`src/rtl/fpu_pkg.sv`:
```
// Shared definitions for the FPU issue scheduler: op codes, default width, tag type.
// Pure definitions, no logic and no latency.
// The tag id is sized for the largest supported requester count (8).
package fpu_pkg;

  localparam logic [1:0] FPU_ADD = 2'b00;
  localparam logic [1:0] FPU_SUB = 2'b01;
  localparam logic [1:0] FPU_MUL = 2'b10;
  localparam logic [1:0] FPU_DIV = 2'b11;

  localparam int FPU_BIT_SIZE = 31;
  localparam int FPU_ID_W     = 3;

  // One tag pipeline stage: is an operation in this slot, and whose is it
  typedef struct packed {
    logic                valid;
    logic [FPU_ID_W-1:0] id;
  } fpu_tag_t;

endpackage

```
`src/rtl/fpu_issue_scheduler_if.sv`:
```
// Bundles requester handshakes, response buffers and the FPU-side wires.
// No logic, no latency.
// slave = the scheduler's view, master = clients plus FPU.
interface fpu_issue_scheduler_if
  import fpu_pkg::*;
#(
  parameter int BIT_SIZE = FPU_BIT_SIZE,
  parameter int NREQ     = 2
);
  logic [NREQ-1:0]                req_valid;
  logic [NREQ-1:0]                req_ready;
  logic [2*NREQ-1:0]              req_op;
  logic [(BIT_SIZE+1)*NREQ-1:0]   req_opa;
  logic [(BIT_SIZE+1)*NREQ-1:0]   req_opb;
  logic [NREQ-1:0]                resp_valid;
  logic [NREQ-1:0]                resp_ready;
  logic [(BIT_SIZE+1)*NREQ-1:0]   resp_data;
  logic [NREQ-1:0]                resp_error;
  logic                           fpu_start;
  logic [1:0]                     fpu_operation;
  logic [BIT_SIZE:0]              fpu_opa;
  logic [BIT_SIZE:0]              fpu_opb;
  logic [BIT_SIZE:0]              fpu_out;
  logic                           fpu_errors;

  modport slave (
    input  req_valid, req_op, req_opa, req_opb, resp_ready, fpu_out, fpu_errors,
    output req_ready, resp_valid, resp_data, resp_error,
           fpu_start, fpu_operation, fpu_opa, fpu_opb
  );

  modport master (
    output req_valid, req_op, req_opa, req_opb, resp_ready, fpu_out, fpu_errors,
    input  req_ready, resp_valid, resp_data, resp_error,
           fpu_start, fpu_operation, fpu_opa, fpu_opb
  );
endinterface

```
`src/rtl/fpu_rr_arbiter.sv`:
```
// Round-robin arbiter: one-hot grant plus index, search starts after the last winner.
// Grant is combinational from the eligible vector; pointer updates one cycle later.
// Pointer moves only when the caller signals advance (an accept happened).
module fpu_rr_arbiter #(
  parameter  int NREQ = 2,
  localparam int IDW  = (NREQ > 1) ? $clog2(NREQ) : 1
) (
  input  logic            clk,
  input  logic            rst,
  input  logic [NREQ-1:0] i_eligible,
  input  logic            i_advance,
  output logic [NREQ-1:0] o_grant,
  output logic [IDW-1:0]  o_grant_idx
);

  logic [IDW-1:0] r_ptr;
  logic           w_found;

  // Scan requesters ptr+1 .. ptr+NREQ (wrapping) and take the first eligible one
  always_comb begin
    o_grant     = '0;
    o_grant_idx = '0;
    w_found     = 1'b0;
    for (int i = 1; i <= NREQ; i++) begin
      if (!w_found && i_eligible[(int'(r_ptr) + i) % NREQ]) begin
        w_found                              = 1'b1;
        o_grant[(int'(r_ptr) + i) % NREQ]    = 1'b1;
        o_grant_idx                          = IDW'((int'(r_ptr) + i) % NREQ);
      end
    end
  end

  // Remember the last winner; reset value makes requester 0 first in line
  always_ff @(posedge clk or posedge rst) begin
    if (rst) begin
      r_ptr <= IDW'(NREQ - 1);
    end else if (i_advance) begin
      r_ptr <= o_grant_idx;
    end
  end

endmodule

```
`src/rtl/fpu_issue_scheduler.sv`:
```
// Shares one fixed-latency FPU among NREQ requesters with a per-requester result buffer.
// Accept in cycle a -> fpu_start in a+1 -> resp_valid from a+2+LATENCY.
// One outstanding op per requester; a held response blocks only its own requester.
module fpu_issue_scheduler
  import fpu_pkg::*;
#(
  parameter int BIT_SIZE = FPU_BIT_SIZE,
  parameter int NREQ     = 2,
  parameter int LATENCY  = 3
) (
  input logic                  clk,
  input logic                  rst,
  fpu_issue_scheduler_if.slave sched_if
);

  localparam int DW  = BIT_SIZE + 1;
  localparam int IDW = (NREQ > 1) ? $clog2(NREQ) : 1;

  logic [NREQ-1:0] r_busy;
  logic [NREQ-1:0] r_resp_vld;
  logic [NREQ-1:0] r_resp_err;
  logic [DW-1:0]   r_resp_dat [NREQ];
  logic            r_start;
  logic [1:0]      r_op;
  logic [DW-1:0]   r_opa;
  logic [DW-1:0]   r_opb;
  logic [IDW-1:0]  r_issue_id;
  fpu_tag_t        r_tag [LATENCY];

  logic [NREQ-1:0] w_elig;
  logic [NREQ-1:0] w_grant;
  logic [NREQ-1:0] w_ready;
  logic [NREQ-1:0] w_cap;
  logic [NREQ-1:0] w_cons;
  logic [IDW-1:0]  w_gidx;
  logic            w_accept;
  fpu_tag_t        w_tail;

  assign w_elig = sched_if.req_valid & ~r_busy;

  fpu_rr_arbiter #(.NREQ(NREQ)) u_arb (
    .clk         (clk),
    .rst         (rst),
    .i_eligible  (w_elig),
    .i_advance   (w_accept),
    .o_grant     (w_grant),
    .o_grant_idx (w_gidx)
  );

  // Ready is forced low while reset is asserted so nothing is accepted mid-reset
  assign w_ready  = w_grant & ~r_busy & {NREQ{~rst}};
  assign w_accept = |w_ready;
  assign w_tail   = r_tag[LATENCY-1];

  // Register the winning slice onto the FPU inputs; operands hold when idle
  always_ff @(posedge clk or posedge rst) begin
    if (rst) begin
      r_start    <= 1'b0;
      r_op       <= '0;
      r_opa      <= '0;
      r_opb      <= '0;
      r_issue_id <= '0;
    end else begin
      r_start <= w_accept;
      if (w_accept) begin
        r_op       <= sched_if.req_op[2*int'(w_gidx) +: 2];
        r_opa      <= sched_if.req_opa[DW*int'(w_gidx) +: DW];
        r_opb      <= sched_if.req_opb[DW*int'(w_gidx) +: DW];
        r_issue_id <= w_gidx;
      end
    end
  end

  // Tag shift register mirrors the FPU pipeline so the tail lines up with fpu_out
  always_ff @(posedge clk or posedge rst) begin
    if (rst) begin
      for (int s = 0; s < LATENCY; s++) r_tag[s] <= '0;
    end else begin
      r_tag[0] <= '{valid: r_start, id: FPU_ID_W'(r_issue_id)};
      for (int s = 1; s < LATENCY; s++) r_tag[s] <= r_tag[s-1];
    end
  end

  // Decode the tail tag into per-requester capture strobes and detect consumes
  always_comb begin
    w_cap = '0;
    for (int k = 0; k < NREQ; k++) begin
      w_cap[k] = w_tail.valid && (w_tail.id == FPU_ID_W'(k));
    end
    w_cons = r_resp_vld & sched_if.resp_ready;
  end

  // Busy flags and response buffers; capture and consume never hit the same id
  always_ff @(posedge clk or posedge rst) begin
    if (rst) begin
      r_busy     <= '0;
      r_resp_vld <= '0;
      r_resp_err <= '0;
      for (int k = 0; k < NREQ; k++) r_resp_dat[k] <= '0;
    end else begin
      for (int k = 0; k < NREQ; k++) begin
        if (w_ready[k])     r_busy[k] <= 1'b1;
        else if (w_cons[k]) r_busy[k] <= 1'b0;
        if (w_cap[k]) begin
          r_resp_vld[k] <= 1'b1;
          r_resp_dat[k] <= sched_if.fpu_out;
          r_resp_err[k] <= sched_if.fpu_errors;
        end else if (w_cons[k]) begin
          r_resp_vld[k] <= 1'b0;
        end
      end
    end
  end

  // Pack the per-requester buffers onto the flat response bus
  always_comb begin
    sched_if.resp_data = '0;
    for (int k = 0; k < NREQ; k++) sched_if.resp_data[DW*k +: DW] = r_resp_dat[k];
  end

  assign sched_if.req_ready     = w_ready;
  assign sched_if.resp_valid    = r_resp_vld;
  assign sched_if.resp_error    = r_resp_err;
  assign sched_if.fpu_start     = r_start;
  assign sched_if.fpu_operation = r_op;
  assign sched_if.fpu_opa       = r_opa;
  assign sched_if.fpu_opb       = r_opb;

endmodule

```
`src/flat_wrapper.sv`:
```
// flat-port wrapper written by rule: the top's interface ports become plain ports
module fpu_issue_scheduler_flat import fpu_pkg::*;
#(
  parameter int BIT_SIZE = FPU_BIT_SIZE,
  parameter int NREQ     = 2,
  parameter int LATENCY  = 3
)
  (clk, rst, sched_if_req_valid, sched_if_req_op, sched_if_req_opa, sched_if_req_opb, sched_if_resp_ready, sched_if_fpu_out, sched_if_fpu_errors, sched_if_req_ready, sched_if_resp_valid, sched_if_resp_data, sched_if_resp_error, sched_if_fpu_start, sched_if_fpu_operation, sched_if_fpu_opa, sched_if_fpu_opb);
  fpu_issue_scheduler_if #(.BIT_SIZE(BIT_SIZE), .NREQ(NREQ)) sched_if_i ();
  input logic clk;
  input logic rst;
  input wire logic [$bits(sched_if_i.req_valid)-1:0] sched_if_req_valid;
  input wire logic [$bits(sched_if_i.req_op)-1:0] sched_if_req_op;
  input wire logic [$bits(sched_if_i.req_opa)-1:0] sched_if_req_opa;
  input wire logic [$bits(sched_if_i.req_opb)-1:0] sched_if_req_opb;
  input wire logic [$bits(sched_if_i.resp_ready)-1:0] sched_if_resp_ready;
  input wire logic [$bits(sched_if_i.fpu_out)-1:0] sched_if_fpu_out;
  input wire logic [$bits(sched_if_i.fpu_errors)-1:0] sched_if_fpu_errors;
  output wire logic [$bits(sched_if_i.req_ready)-1:0] sched_if_req_ready;
  output wire logic [$bits(sched_if_i.resp_valid)-1:0] sched_if_resp_valid;
  output wire logic [$bits(sched_if_i.resp_data)-1:0] sched_if_resp_data;
  output wire logic [$bits(sched_if_i.resp_error)-1:0] sched_if_resp_error;
  output wire logic [$bits(sched_if_i.fpu_start)-1:0] sched_if_fpu_start;
  output wire logic [$bits(sched_if_i.fpu_operation)-1:0] sched_if_fpu_operation;
  output wire logic [$bits(sched_if_i.fpu_opa)-1:0] sched_if_fpu_opa;
  output wire logic [$bits(sched_if_i.fpu_opb)-1:0] sched_if_fpu_opb;
  assign sched_if_i.req_valid = sched_if_req_valid;
  assign sched_if_i.req_op = sched_if_req_op;
  assign sched_if_i.req_opa = sched_if_req_opa;
  assign sched_if_i.req_opb = sched_if_req_opb;
  assign sched_if_i.resp_ready = sched_if_resp_ready;
  assign sched_if_i.fpu_out = sched_if_fpu_out;
  assign sched_if_i.fpu_errors = sched_if_fpu_errors;
  assign sched_if_req_ready = sched_if_i.req_ready;
  assign sched_if_resp_valid = sched_if_i.resp_valid;
  assign sched_if_resp_data = sched_if_i.resp_data;
  assign sched_if_resp_error = sched_if_i.resp_error;
  assign sched_if_fpu_start = sched_if_i.fpu_start;
  assign sched_if_fpu_operation = sched_if_i.fpu_operation;
  assign sched_if_fpu_opa = sched_if_i.fpu_opa;
  assign sched_if_fpu_opb = sched_if_i.fpu_opb;
  fpu_issue_scheduler #(.BIT_SIZE(BIT_SIZE), .NREQ(NREQ), .LATENCY(LATENCY)) u_core (.clk(clk), .rst(rst), .sched_if(sched_if_i));
endmodule
```
`config.mk`:
```
export PLATFORM = sky130hd
export DESIGN_NAME = fpu_issue_scheduler_flat
export DESIGN_NICKNAME = d
export VERILOG_FILES = /design/src/rtl/fpu_pkg.sv /design/src/rtl/fpu_issue_scheduler_if.sv /design/src/rtl/fpu_rr_arbiter.sv /design/src/rtl/fpu_issue_scheduler.sv /design/src/flat_wrapper.sv
export SDC_FILE = /design/constraint.sdc
export NUM_CORES = 1
export LEC_CHECK = 0
export ABC_AREA = 1
export BUFFER_PORTS_ARGS = -buffer_cell sky130_fd_sc_hd__buf_4
export CELL_PAD_IN_SITES_DETAIL_PLACEMENT = 1
export CELL_PAD_IN_SITES_GLOBAL_PLACEMENT = 1
export CORE_MARGIN = 1
export CORE_UTILIZATION = 29
export CTS_BUF_LIST = sky130_fd_sc_hd__clkbuf_16
export DETAILED_ROUTE_END_ITERATION = 12
export PLACE_DENSITY = 0.74
export REMOVE_ABC_BUFFERS = 1
export SLEW_MARGIN = 10
export SYNTH_ARGS = -nofsm -noshare
export SYNTH_HDL_FRONTEND = slang
export SYNTH_SLANG_ARGS = --single-unit
```
`constraint.sdc`:
```
create_clock -name clk -period 4.3 [get_ports clk]
set_input_delay 0.215 -clock clk [delete_from_list [all_inputs] [get_ports clk]]
set_output_delay 0.215 -clock clk [all_outputs]
set_load 0.02 [all_outputs]
```
======== Word-level counts from Yosys, hierarchy flattened ========
Cells that the tools add are included.
word-level totals
  register bits ........................... 145
  bits of input ports ..................... 171
  logic and storage cells ................. 71
cells by class
  add/subtract/negate cells ............... 2
  $lt $le $gt $ge ......................... 4
  shift-type cells ........................ 3
  multiplexer cells ....................... 21
  bitwise operators ....................... 9
  reduce and logical (&&, ||, !) cells .... 12
operator list
  kind                                                                number
  variable part select 64 x 7 -> 32 bit                               2
  2-to-1 mux 1 bit                                                    17
  AND 2 bit                                                           4
  nonzero test 2 bit                                                  4
  < comparator 2 x 3 -> 1 bit (second input constant)                 2
  logical AND 1 bit                                                   5
  greater-or-equal comparator 2 x 1 -> 1 bit (second input constant)  2
  2-to-1 mux 2 bit                                                    2
  variable part select 4 x 3 -> 2 bit                                 1
  zero test 3 bit                                                     1
  adder 1 bit (second input constant)                                 2
  AND 1 bit (first input constant)                                    2
  demux 1 bit (select 1 bit)                                          2
  inverter 2 bit                                                      1
  bitwise OR 2 bit                                                    1
  OR reduction 2 bit                                                  1
  zero test 1 bit                                                     1
  inverter 1 bit                                                      1

======== Depth between registers and ports, before layout ========
Gate-level depths: netlist (run 1).
  depth after elaboration ................. 12
  gate-level depth with buffers ........... 10

======== By module ========
Synthesis (run 1) repeated with hierarchy kept, for this count alone.
second synthesis, totals
  cell total of the unflattened synthesis .. 793
  area total of the unflattened synthesis .. 6,414.9 um^2
by module, submodules not included
  module               instances  cells each  area an instance (um^2)  seq. area each (um^2)
  fpu_issue_scheduler  1          782         6,343.6                  3,603.5
  fpu_rr_arbiter       1          11          71.3                     26.3

======== Least setup slack after synthesis (run 1) ========
No wires, ideal clock.
  path kind ............................... in2out
  start ................................... input port rst
  end ..................................... output port sched_if_req_ready[1]
  arrival time ............................ 4.108 ns
  required time ........................... 4.085 ns
  setup slack ............................. -0.023 ns
  cell stages on the path ................. 4
  path through ............................ inv_1 -> nand2_2 -> buf_2 -> inv_1
between the ends
  longest elaborated chain between the ends .. 2
ends and longest elaborated chain
  item             RTL line                   RTL
  start, declared  flat_wrapper.sv:11         input logic rst;
  inverter 1 bit   fpu_issue_scheduler.sv:51  assign w_ready = w_grant & ~r_busy & {NREQ{~rst}};
  AND 2 bit        fpu_issue_scheduler.sv:51
  end, declared    flat_wrapper.sv:19         output wire logic [$bits(sched_if_i.req_ready)-1:0] sched_if_req_ready;
No other way between the ends.

======== Worst setup path in the final report (run 1) ========
  start ................................... register u_core.u_arb.r_ptr
  end ..................................... output port sched_if_req_ready[1]
between the ends
  longest elaborated chain between the ends .. 11
  elaborated cells between the ends (all ways) .. 28
  those cells by class .................... add/sub (2); order compare (4); mux (13); bitwise (5); reduce/logical (4)
ends and longest elaborated chain
  item                                                                                                             RTL line                                    RTL
  start, declared                                                                                                  fpu_rr_arbiter.sv:16                        logic [IDW-1:0] r_ptr;
  start signal, assigned                                                                                           fpu_rr_arbiter.sv:36                        r_ptr <= IDW'(NREQ - 1);
  start signal, assigned                                                                                           fpu_rr_arbiter.sv:38                        r_ptr <= o_grant_idx;
  adder 1 bit                                                                                                      fpu_rr_arbiter.sv:25, fpu_rr_arbiter.sv:27
  AND 1 bit (no source line)                                                                                       n/a
  < comparator 2 x 3 -> 1 bit (not written as such) or greater-or-equal comparator 2 x 1 -> 1 bit (tied branches)  fpu_rr_arbiter.sv:27                        o_grant[(int'(r_ptr) + i) % NREQ] = 1'b1;
  logical AND 1 bit (not written as such)                                                                          fpu_rr_arbiter.sv:27
  2-to-1 mux 1 bit (not written as such)                                                                           fpu_rr_arbiter.sv:27
  demux 1 bit (select 1 bit)                                                                                       fpu_rr_arbiter.sv:27
  2-to-1 mux 2 bit                                                                                                 fpu_rr_arbiter.sv:25                        if (!w_found && i_eligible[(int'(r_ptr) + i) % NREQ]) begin
  bitwise OR 2 bit (no source line)                                                                                n/a
  2-to-1 mux 2 bit *                                                                                               fpu_rr_arbiter.sv:25
  AND 2 bit * (2 in a row)                                                                                         fpu_issue_scheduler.sv:51
Every way passes the cells marked *; elsewhere a longest branch is shown, timed or not. The select of a mux whose other input is x is not followed.

==> results.md, run 1 <==
* Status: finished, final reports clean
* Area grow syn2layout at 47.9%
* Hold WC Path Type: input pin to register
* Library cells used by synthesis at 15
* Synthesis Warnings at 0
* Placer congestion estimate at 0.747
* Most common cell after layout, fill and taps aside: nand2_1
* FF-to-FF Start: u_core.r_busy[1]
* Worst hold start: sched_if_fpu_out[31]
* Worst skew pair latency at 0.41 ns
* Die Wd at 151 um
* Initial cell density of the core at 0.300
* Initial DRT Pass Iterations at 6
* Slew HR at 0.252
* ANT nets after route at 0
* #FFs+latches synth at 145
* All-Layer GR Usage at 0.197
* Global-route wire length before repair at 34.3 mm
* Achievable Freq at 0.385 GHz
* CORE AREA at 21400 sq um
* Hold EP: u_core.sched_if.resp_data[63]
* Slew Viols, Final at 0
* H-tree depth at 4
* DP HPWL at 15.4 mm
* RSZ-0062 raised after global routing: no
* Design area at 9470 sq um
* Crit-path slowest cell: buf_4
* Total negative slack at 0 ns
* Postcts setup bufs at 0
* Worst setup EP type: output port
* Worst stage delay on the critical path at 0.59 ns
* Site Rows at 53
* Yosys top cell by area: dfrtp_1
* Via density at 4.63
* Largest net degree at the start of global routing at 71
* Yosys top cell area share at 0.563
* Fin worst setup slack at 1.70 ns
* Die area at 22700 sq um
* Leak at 5.31 nW
* Reg2Reg Setup Slack at 1.98 ns
* # DRC at 0
* TritonCTS clock tree: done
* Diode count at 0
* Setup Skew at 0.00889 ns
* Routed wire per std cell at 16.3 um
* CP required at 4.09 ns
* Worst-path clk slew at 0.07 ns
* Max FO, Critical Path at 70
* Fin. Hold Viols at 0
* Crit share post-route at 0.604
* R2r endpoint: u_core.sched_if.fpu_opb[13]
* WP data arrival at 2.38 ns
* Critical-path cell list: inv_1, nand3b_4, nand2_2, nand2_2, buf_4, inv_1, buf_4
* Top cells by area, synth: dfrtp_1 56%, nand2_1 20%, nand3_1 10%
* Port Buffers at 307
* Layout Nets at 1245
* CTS root buffer: clkbuf_16
* Die Ht at 151 um
* Launch point of the worst path: u_core.u_arb.r_ptr
* Clock sinks at 145
* Synthesized area at 6400 sq um
* Share of layout cells above drive strength 1 at 0.327
* Critical path class: register to output port
* Final wirelength at 22.2 mm
* Clock Path Buffers at 2
* Top cell family by delay on the critical path: buffers and inverters
* Commonest non-fill, non-tap cells in the layout: 339 x nand2_1, 315 x buf_4, 144 x dfrtp_1
* MaxCap Viol Count at 0
* Synth Instances at 793
* Placed instance area at 8850 sq um
* Initial antenna violation count at 0
* Worst hold path stage count at 3
* Io pins at 308
* Startpoint Class: register
* Pwr/cell area at 775 nW/um^2
* Slew of the pin with the lowest slew margin at 1.12 ns
* Worst reg2reg path depth at 7
* Global route overflow at 0
* CTS buffer count at 17
* Worst vdd ir at 0.000257 V
* Syn Area/Cell at 8.07 sq um
* Vias in the first global route at 6487
* DR iter-0 viols at 225
* Min Tclk post-route at 2.60 ns
* Final setup viols at 0
* Post-Place Worst Slack at 1.94 ns
* Routed via count at 6302
* Register area share after synthesis at 0.567
* Buf/Inv on CP at 4
## stage by stage
stage / utilization / hold WS, ns / cells / total power [mW]
detailed placement: 0.415 / 0.211 / 1327 / 5.94
floorplan: - / 0.322 / 737 / 4.26
finish: 0.443 / 0.0742 / 1362 / 7.34
global route: 0.443 / 0.0743 / 1362 / 7.87
global placement: 0.415 / 0.207 / 1327 / 5.85
CTS: 0.443 / 0.0576 / 1362 / 7.46
## Yosys cell counts
library cell    n
buf_4           2
buf_6           4
inv_2           1
nand3_1       132
nor2_1          2
o21ai_0        69
dfstp_2         1
dfrtp_1       144
clkbuf_1       25
nand2_2         4
buf_1           7
inv_1          41
nand3b_4        1
nand2_1       342
buf_2          18
## worst min-delay path, stage by stage
cell and delay [ns]:
buf_4 0.11, inv_1 0.05, o21ai_0 0.07
## report_power, final
part	leakage (nW)	internal [mW]	switching, mW
clock network	0.285	0.864	0.615
logic	3.23	1.34	2.12
registers	1.79	2.03	0.375
total	5.31	4.23	3.11
## registers in the layout, indices dropped and copies added (netlist names), 2 cells and up
| name | count |
|---|---|
| u_core.sched_if.resp_data | 64 |
| u_core.sched_if.fpu_opa | 32 |
| u_core.sched_if.fpu_opb | 32 |
| u_core.r_tag | 6 |
| u_core.r_busy | 2 |
| u_core.sched_if.fpu_operation | 2 |
| u_core.sched_if.resp_error | 2 |
| u_core.sched_if.resp_valid | 2 |
## kinds of logic (layout without fill, tap and decap cells)
| logic type | after synthesis | in the layout | synth area share |
|---|---|---|---|
| AO/OA/AOI/OAI | 69 | 69 | 0.0540 |
| buffers and inverters | 98 | 392 | 0.0669 |
| AND/OR/NAND/NOR | 481 | 481 | 0.312 |
| flip-flops | 145 | 145 | 0.567 |
## worst max-delay path by stage
stage | to | cells after the start
6_report | sched_if_req_ready[1] | 7
2_1_floorplan | u_core.sched_if.fpu_opa[0] | 5
4_1_cts | sched_if_req_ready[1] | 7
5_1_grt | sched_if_req_ready[1] | 7
3_3_place_gp | u_core.sched_if.fpu_opa[24] | 7
3_5_place_dp | u_core.sched_if.fpu_opb[13] | 7
## routing by layer
layer	wire [um]	global-route usage	part of all wire
met1	9160	0.231	0.41
met2	10600	0.333	0.48
met3	2250	0.0791	0.10
met4	153	0.0500	0.0069
met5	0	0	0
## final cells by class
type / count / area [sq um]
fill: 2621 / 11900
sequential: 145 / 3630
timing repair buffer: 318 / 2390
multi-input combinational: 550 / 2350
clock buffer: 17 / 425
tap: 275 / 344
inverter: 42 / 163
clock inverter: 15 / 160
## what timing repair did
item                       in CTS  in global routing
hold endpoints to repair       29                  0
hold buffers                    3                  0
gates resized for setup         0                  0
setup endpoints to repair       0                  0
No activity file was read; power rests on OpenSTA's default activity.
==> run 2: changes to the inputs <==
==> constraint.sdc (replaced) <==
create_clock -name clk -period 2.25 [get_ports clk]
set_input_delay 0.1125 -clock clk [delete_from_list [all_inputs] [get_ports clk]]
set_output_delay 0.1125 -clock clk [all_outputs]
set_load 0.02 [all_outputs]
==> run 2 against run 1 <==
Net effect:
- first-iteration DRC count grew 20%
- core utilization grew 4.0 points
- global-route usage grew 1.4 points
- critical path depth is the same
- worst setup slack lost 1.4 ns
- final cell count grew 5.7%
- critical path type unchanged
==> results.md, run 2 (same netlist as run 1, synthesis figures left out) <==
* Achievable Freq at 0.502 GHz
* Worst-path clk slew at 0.07 ns (about the same)
* Global-route wire length before repair at 36.8 mm (was 34.3 mm)
* Area grow syn2layout at 61.4% (was 47.9%)
* DP HPWL at 15.7 mm (was 15.4 mm)
* Initial cell density of the core at 0.300 (unchanged)
* Port Buffers at 307 (unchanged)
* Clock Path Buffers at 2 (unchanged)
* # DRC at 0 (unchanged)
* Fin. Hold Viols at 0 (unchanged)
* Critical-path cell list: inv_1, nand3b_4, nand2_2, nand2_2, buf_12, inv_1, buf_4 (was inv_1, nand3b_4, nand2_2, nand2_2, buf_4, inv_1, buf_4)
* Leak at 5.68 nW (was 5.31 nW)
* Postcts setup bufs at 0 (unchanged)
* Crit-path slowest cell: dfstp_2 (was buf_4)
* H-tree depth at 4 (unchanged)
* Die Ht at 151 um (unchanged)
* Vias in the first global route at 7062 (was 6487)
* Initial antenna violation count at 1 (was 0)
* Commonest non-fill, non-tap cells in the layout: 339 x nand2_1, 314 x buf_4, 144 x dfrtp_1 (was 339 x nand2_1, 315 x buf_4, 144 x dfrtp_1)
* Slew Viols, Final at 0 (unchanged)
* TritonCTS clock tree: done (unchanged)
* Crit share post-route at 0.885
* Slew HR at 0.467 (was 0.252)
* Fin worst setup slack at 0.258 ns (was 1.70 ns)
* FILL cells at 2550 (was 2621)
* Worst skew pair latency at 0.41 ns (about the same)
* Fin util at 0.484 (was 0.443)
* Slew of the pin with the lowest slew margin at 0.799 ns (was 1.12 ns)
* DR iter-0 viols at 269 (was 225)
* Status: finished, final reports clean (unchanged)
* Post-Place Worst Slack at 0.485 ns (was 1.94 ns)
* Io pins at 308 (unchanged)
* Most common cell after layout, fill and taps aside: nand2_1 (unchanged)
* Max FO, Critical Path at 70 (unchanged)
* Final setup viols at 0 (unchanged)
* Clock sinks at 145 (unchanged)
* RSZ-0062 raised after global routing: no (unchanged)
* Worst stage delay on the critical path at 0.51 ns (was 0.59 ns)
* Setup Skew at 0.0107 ns (was 0.00889 ns)
* Startpoint Class: register (unchanged)
* All-Layer GR Usage at 0.211 (was 0.197)
* Die Wd at 151 um (unchanged)
* Max FFs per register at 64 (unchanged)
* Placer congestion estimate at 0.769 (was 0.747)
* Min Tclk post-route at 1.99 ns
* Placed instance area at 8940 sq um (was 8850 sq um)
* ANT nets after route at 0 (unchanged)
* Routed wire per std cell at 16.4 um (was 16.3 um)
* CP required at 2.14 ns (was 4.09 ns)
* CTS root buffer: clkbuf_16 (unchanged)
* CORE AREA at 21400 sq um (unchanged)
* Final wirelength at 23.7 mm (was 22.2 mm)
* Routed via count at 6756 (was 6302)
* Die area at 22700 sq um (unchanged)
* Design area at 10300 sq um (was 9470 sq um)
* Site Rows at 53 (unchanged)
* FF-to-FF Start: u_core.r_busy[0] (was u_core.r_busy[1])
* Critical path class: register to output port (unchanged)
* Worst hold start: sched_if_req_op[2] (was sched_if_fpu_out[31])
* Share of layout cells above drive strength 1 at 0.310 (was 0.327)
* Pwr/cell area at 1400 nW/um^2 (was 775 nW/um^2)
* Initial DRT Pass Iterations at 4 (was 6)
* Hold WC Path Type: input pin to register (unchanged)
* Global route overflow at 0 (unchanged)
* CTS buffer count at 17 (unchanged)
* WP data arrival at 1.88 ns (was 2.38 ns)
* Layout Nets at 1321 (was 1245)
* Launch point of the worst path: u_core.u_arb.r_ptr (unchanged)
* Via density at 4.69 (was 4.63)
* Worst vdd ir at 0.000530 V (was 0.000257 V)
* Worst setup EP type: output port (unchanged)
* MaxCap Viol Count at 0 (unchanged)
* Largest net degree at the start of global routing at 146 (was 71)
-- run 2: what timing repair did --
item | 4_1_cts | 5_1_grt
hold buffers | 75 | 0
endpoints found under the hold margin | 141 | 0
resized for setup | 0 | 0
-- run 2: report_power, final --
group / internal, mW / switching (mW) / total, mW
clock: 1.88 / 1.18 / 3.05
combinational: 2.70 / 4.15 / 6.85
sequential: 3.87 / 0.702 / 4.58
total: 8.45 / 6.03 / 14.5
-- run 2: layout make-up --
type,instances,area (sq um),area share
inverter,42,163,0.0157
antenna,1,2.50,0.000242
multi-input combinational,550,2350,0.227
sequential,145,3630,0.351
timing repair buffer,394,3210,0.311
tap,275,344,0.0333
clock inverter,15,206,0.0200
clock buffer,17,425,0.0412
-- run 2: per-layer routing --
| layer | track usage | part of all wire | wire (um) |
|---|---|---|---|
| met1 | 0.243 | 0.40 | 9470 |
| met2 | 0.359 | 0.48 | 11400 |
| met3 | 0.0803 | 0.099 | 2340 |
| met4 | 0.0652 | 0.020 | 465 |
| met5 | 0 | 0 | 0 |
-- run 2: per-stage QoR --
stage	setup TNS [ns]	instances	power (mW)	hold slack, ns
6_report	0	1439	14.5	0.0103
5_1_grt	0	1439	15.5	0.00826
3_5_place_dp	0	1331	11.4	0.320
4_1_cts	0	1438	14.7	0.00109
3_3_place_gp	0	1331	11.3	0.312
2_1_floorplan	-520.22	737	8.14	0.220
-- run 2: final timing paths --
kind,end,slack [ns],depth (start not counted)
max,sched_if_req_ready[1],0.26,7
min,u_core.sched_if.fpu_operation[0],0.01,5
max reg2reg,u_core.sched_if.fpu_opa[4],0.49,8
min reg2reg,u_core.r_tag[3],0.35,0
max in group asynchronous,u_core.sched_if.fpu_operation[1],1.16,4
min in group asynchronous,u_core.r_busy[0],0.53,4
-- run 2: critical path, delay by kind of cell, from the launching register on --
family | cells | cell delay, ns
simple gates | 3 | 0.29
buf+inv | 4 | 0.60
flops | 1 | 0.51
==> run 3: changes to the inputs <==
--- a/config.mk
+++ b/config.mk
@@ -11,7 +11,6 @@
 export CELL_PAD_IN_SITES_GLOBAL_PLACEMENT = 1
 export CORE_MARGIN = 1
 export CORE_UTILIZATION = 29
-export CTS_BUF_LIST = sky130_fd_sc_hd__clkbuf_16
 export DETAILED_ROUTE_END_ITERATION = 12
 export PLACE_DENSITY = 0.74
 export REMOVE_ABC_BUFFERS = 1
==> run 3 against run 2 <==
Net effect:
- global-route usage unchanged
- first-iteration DRC count down 1.5%
- combinational power about the same
- critical path type unchanged
- register-to-register slack about the same
- critical endpoint unchanged
- non-clock buffer count unchanged
==> results.md, run 3 (same netlist as run 1, synthesis figures left out) <==
* Worst stage delay on the critical path at 0.51 ns (about the same)
* Final setup viols at 0 (unchanged)
* Global route overflow at 0 (unchanged)
* Worst setup EP type: output port (unchanged)
* Port Buffers at 307 (unchanged)
* Initial cell density of the core at 0.300 (unchanged)
* Area grow syn2layout at 61.4% (unchanged)
* Critical-path cell list: inv_1, nand3b_4, nand2_2, nand2_2, buf_12, inv_1, buf_4 (unchanged)
* Via density at 4.70 (was 4.69)
* Clock sinks at 145 (unchanged)
* Crit share post-route at 0.886 (was 0.885)
* Slew of the pin with the lowest slew margin at 0.797 ns (was 0.799 ns)
* Achievable Freq at 0.502 GHz (about the same)
* Placer congestion estimate at 0.769 (unchanged)
* Initial antenna violation count at 1 (unchanged)
* Hold WC Path Type: input pin to register (unchanged)
* CTS buffer count at 17 (unchanged)
* H-tree depth at 4 (unchanged)
* Io pins at 308 (unchanged)
* Placed instance area at 8940 sq um (unchanged)
* Largest net degree at the start of global routing at 146 (unchanged)
* Commonest non-fill, non-tap cells in the layout: 339 x nand2_1, 314 x buf_4, 144 x dfrtp_1 (unchanged)
* Setup Skew at 0.0107 ns (about the same)
* Worst-path clk slew at 0.07 ns (about the same)
* MaxCap Viol Count at 0 (unchanged)
* Vias in the first global route at 7062 (unchanged)
* Leak at 5.68 nW (about the same)
* Clock Path Buffers at 2 (unchanged)
* CORE AREA at 21400 sq um (unchanged)
* Max FO, Critical Path at 70 (unchanged)
* Die area at 22700 sq um (unchanged)
* Most common cell after layout, fill and taps aside: nand2_1 (unchanged)
* Routed via count at 6769 (was 6756)
* Finished Layout Cells at 1439 (unchanged)
* Total negative slack at 0 ns (unchanged)
* Cells after DPL at 1331 (unchanged)
* Die Wd at 151 um (unchanged)
* Fin. Hold Viols at 0 (unchanged)
* Max FFs per register at 64 (unchanged)
* Status: finished, final reports clean (unchanged)
* CP required at 2.14 ns (about the same)
* Fin worst setup slack at 0.257 ns (was 0.258 ns)
* WP data arrival at 1.88 ns (about the same)
* DP HPWL at 15.7 mm (unchanged)
* Min Tclk post-route at 1.99 ns (about the same)
* All-Layer GR Usage at 0.211 (unchanged)
* # DRC at 0 (unchanged)
* Layout Nets at 1321 (unchanged)
* Fin util at 0.484 (unchanged)
* Worst skew pair latency at 0.41 ns (about the same)
* Global-route wire length before repair at 36.8 mm (unchanged)
* Initial DRT Pass Iterations at 4 (unchanged)
* Routed wire per std cell at 16.4 um (about the same)
* Worst vdd ir at 0.000530 V (about the same)
* RSZ-0062 raised after global routing: no (unchanged)
* CTS root buffer: clkbuf_16 (unchanged)
* Critical path class: register to output port (unchanged)
* Die Ht at 151 um (unchanged)
* Startpoint Class: register (unchanged)
* Site Rows at 53 (unchanged)
* Post-Place Worst Slack at 0.485 ns (unchanged)
* Slew Viols, Final at 0 (unchanged)
* Final wirelength at 23.7 mm (about the same)
* Design area at 10300 sq um (unchanged)
* TritonCTS clock tree: done (unchanged)
* DR iter-0 viols at 265 (was 269)
* Share of layout cells above drive strength 1 at 0.310 (unchanged)
* ANT nets after route at 0 (unchanged)
* Pwr/cell area at 1400 nW/um^2 (about the same)
* Crit-path slowest cell: dfstp_2 (unchanged)
* Slew HR at 0.469 (was 0.467)
==> run 3: cell count changes in the layout (fill, tap and decap cells not counted), sizes merged <==
cell and delta:
clkbuf +1, inv -1
==> run 3: worst paths after layout <==
kind / start / endpoint / slack (ns) / cells past startpoint
max reg2reg: u_core.r_busy[0] / u_core.sched_if.fpu_opa[4] / 0.49 / 8
max in group asynchronous: rst / u_core.sched_if.fpu_operation[1] / 1.16 / 4
min: sched_if_req_op[2] / u_core.sched_if.fpu_operation[0] / 0.01 / 5
min reg2reg: u_core.r_tag[7] / u_core.r_tag[3] / 0.35 / 0
max: u_core.u_arb.r_ptr / sched_if_req_ready[1] / 0.26 / 7
min in group asynchronous: rst / u_core.r_busy[0] / 0.52 / 4
==> run 3: worst max-delay path, delay by kind of cell, from the launching register on <==
kind | cells | cell delay, ns
buffers and inverters | 4 | 0.60
flip-flops | 1 | 0.51
AND/OR/NAND/NOR | 3 | 0.29
==> run 3: layout make-up <==
cell class / count / area [sq um]
inverter: 42 / 163
clock inverter: 14 / 203
timing repair buffer: 394 / 3210
antenna: 1 / 2.50
multi-input combinational: 550 / 2350
fill: 2550 / 11000
tap: 275 / 344
sequential: 145 / 3630
clock buffer: 18 / 429
==> run 3: what timing repair did <==
item,CTS,global route
hold buffers,75,0
endpoints found under the hold margin,141,0
buffers inserted,0,0
resized for setup,0,0
==> run 3: layer usage <==
layer  track usage  up-vias  part of all wire
met1         0.243     3260              0.40
met5             0        -                 0
met3        0.0803       34             0.098
met4        0.0652        0             0.020
li1              -     3229                 -
met2         0.359      246              0.48
==> run 3: per-stage QoR <==
step / power [mW] / hold slack [ns]
global placement: 11.3 / 0.312
finish: 14.5 / 0.0102
detailed placement: 11.4 / 0.320
CTS: 14.7 / 0.00109
global route: 15.5 / 0.00826
floorplan: 8.14 / 0.220
==> run 3: report_power, final <==
part	internal [mW]	switching (mW)	leakage, nW
clock network	1.88	1.18	0.311
registers	3.87	0.707	1.79
logic	2.70	4.15	3.58
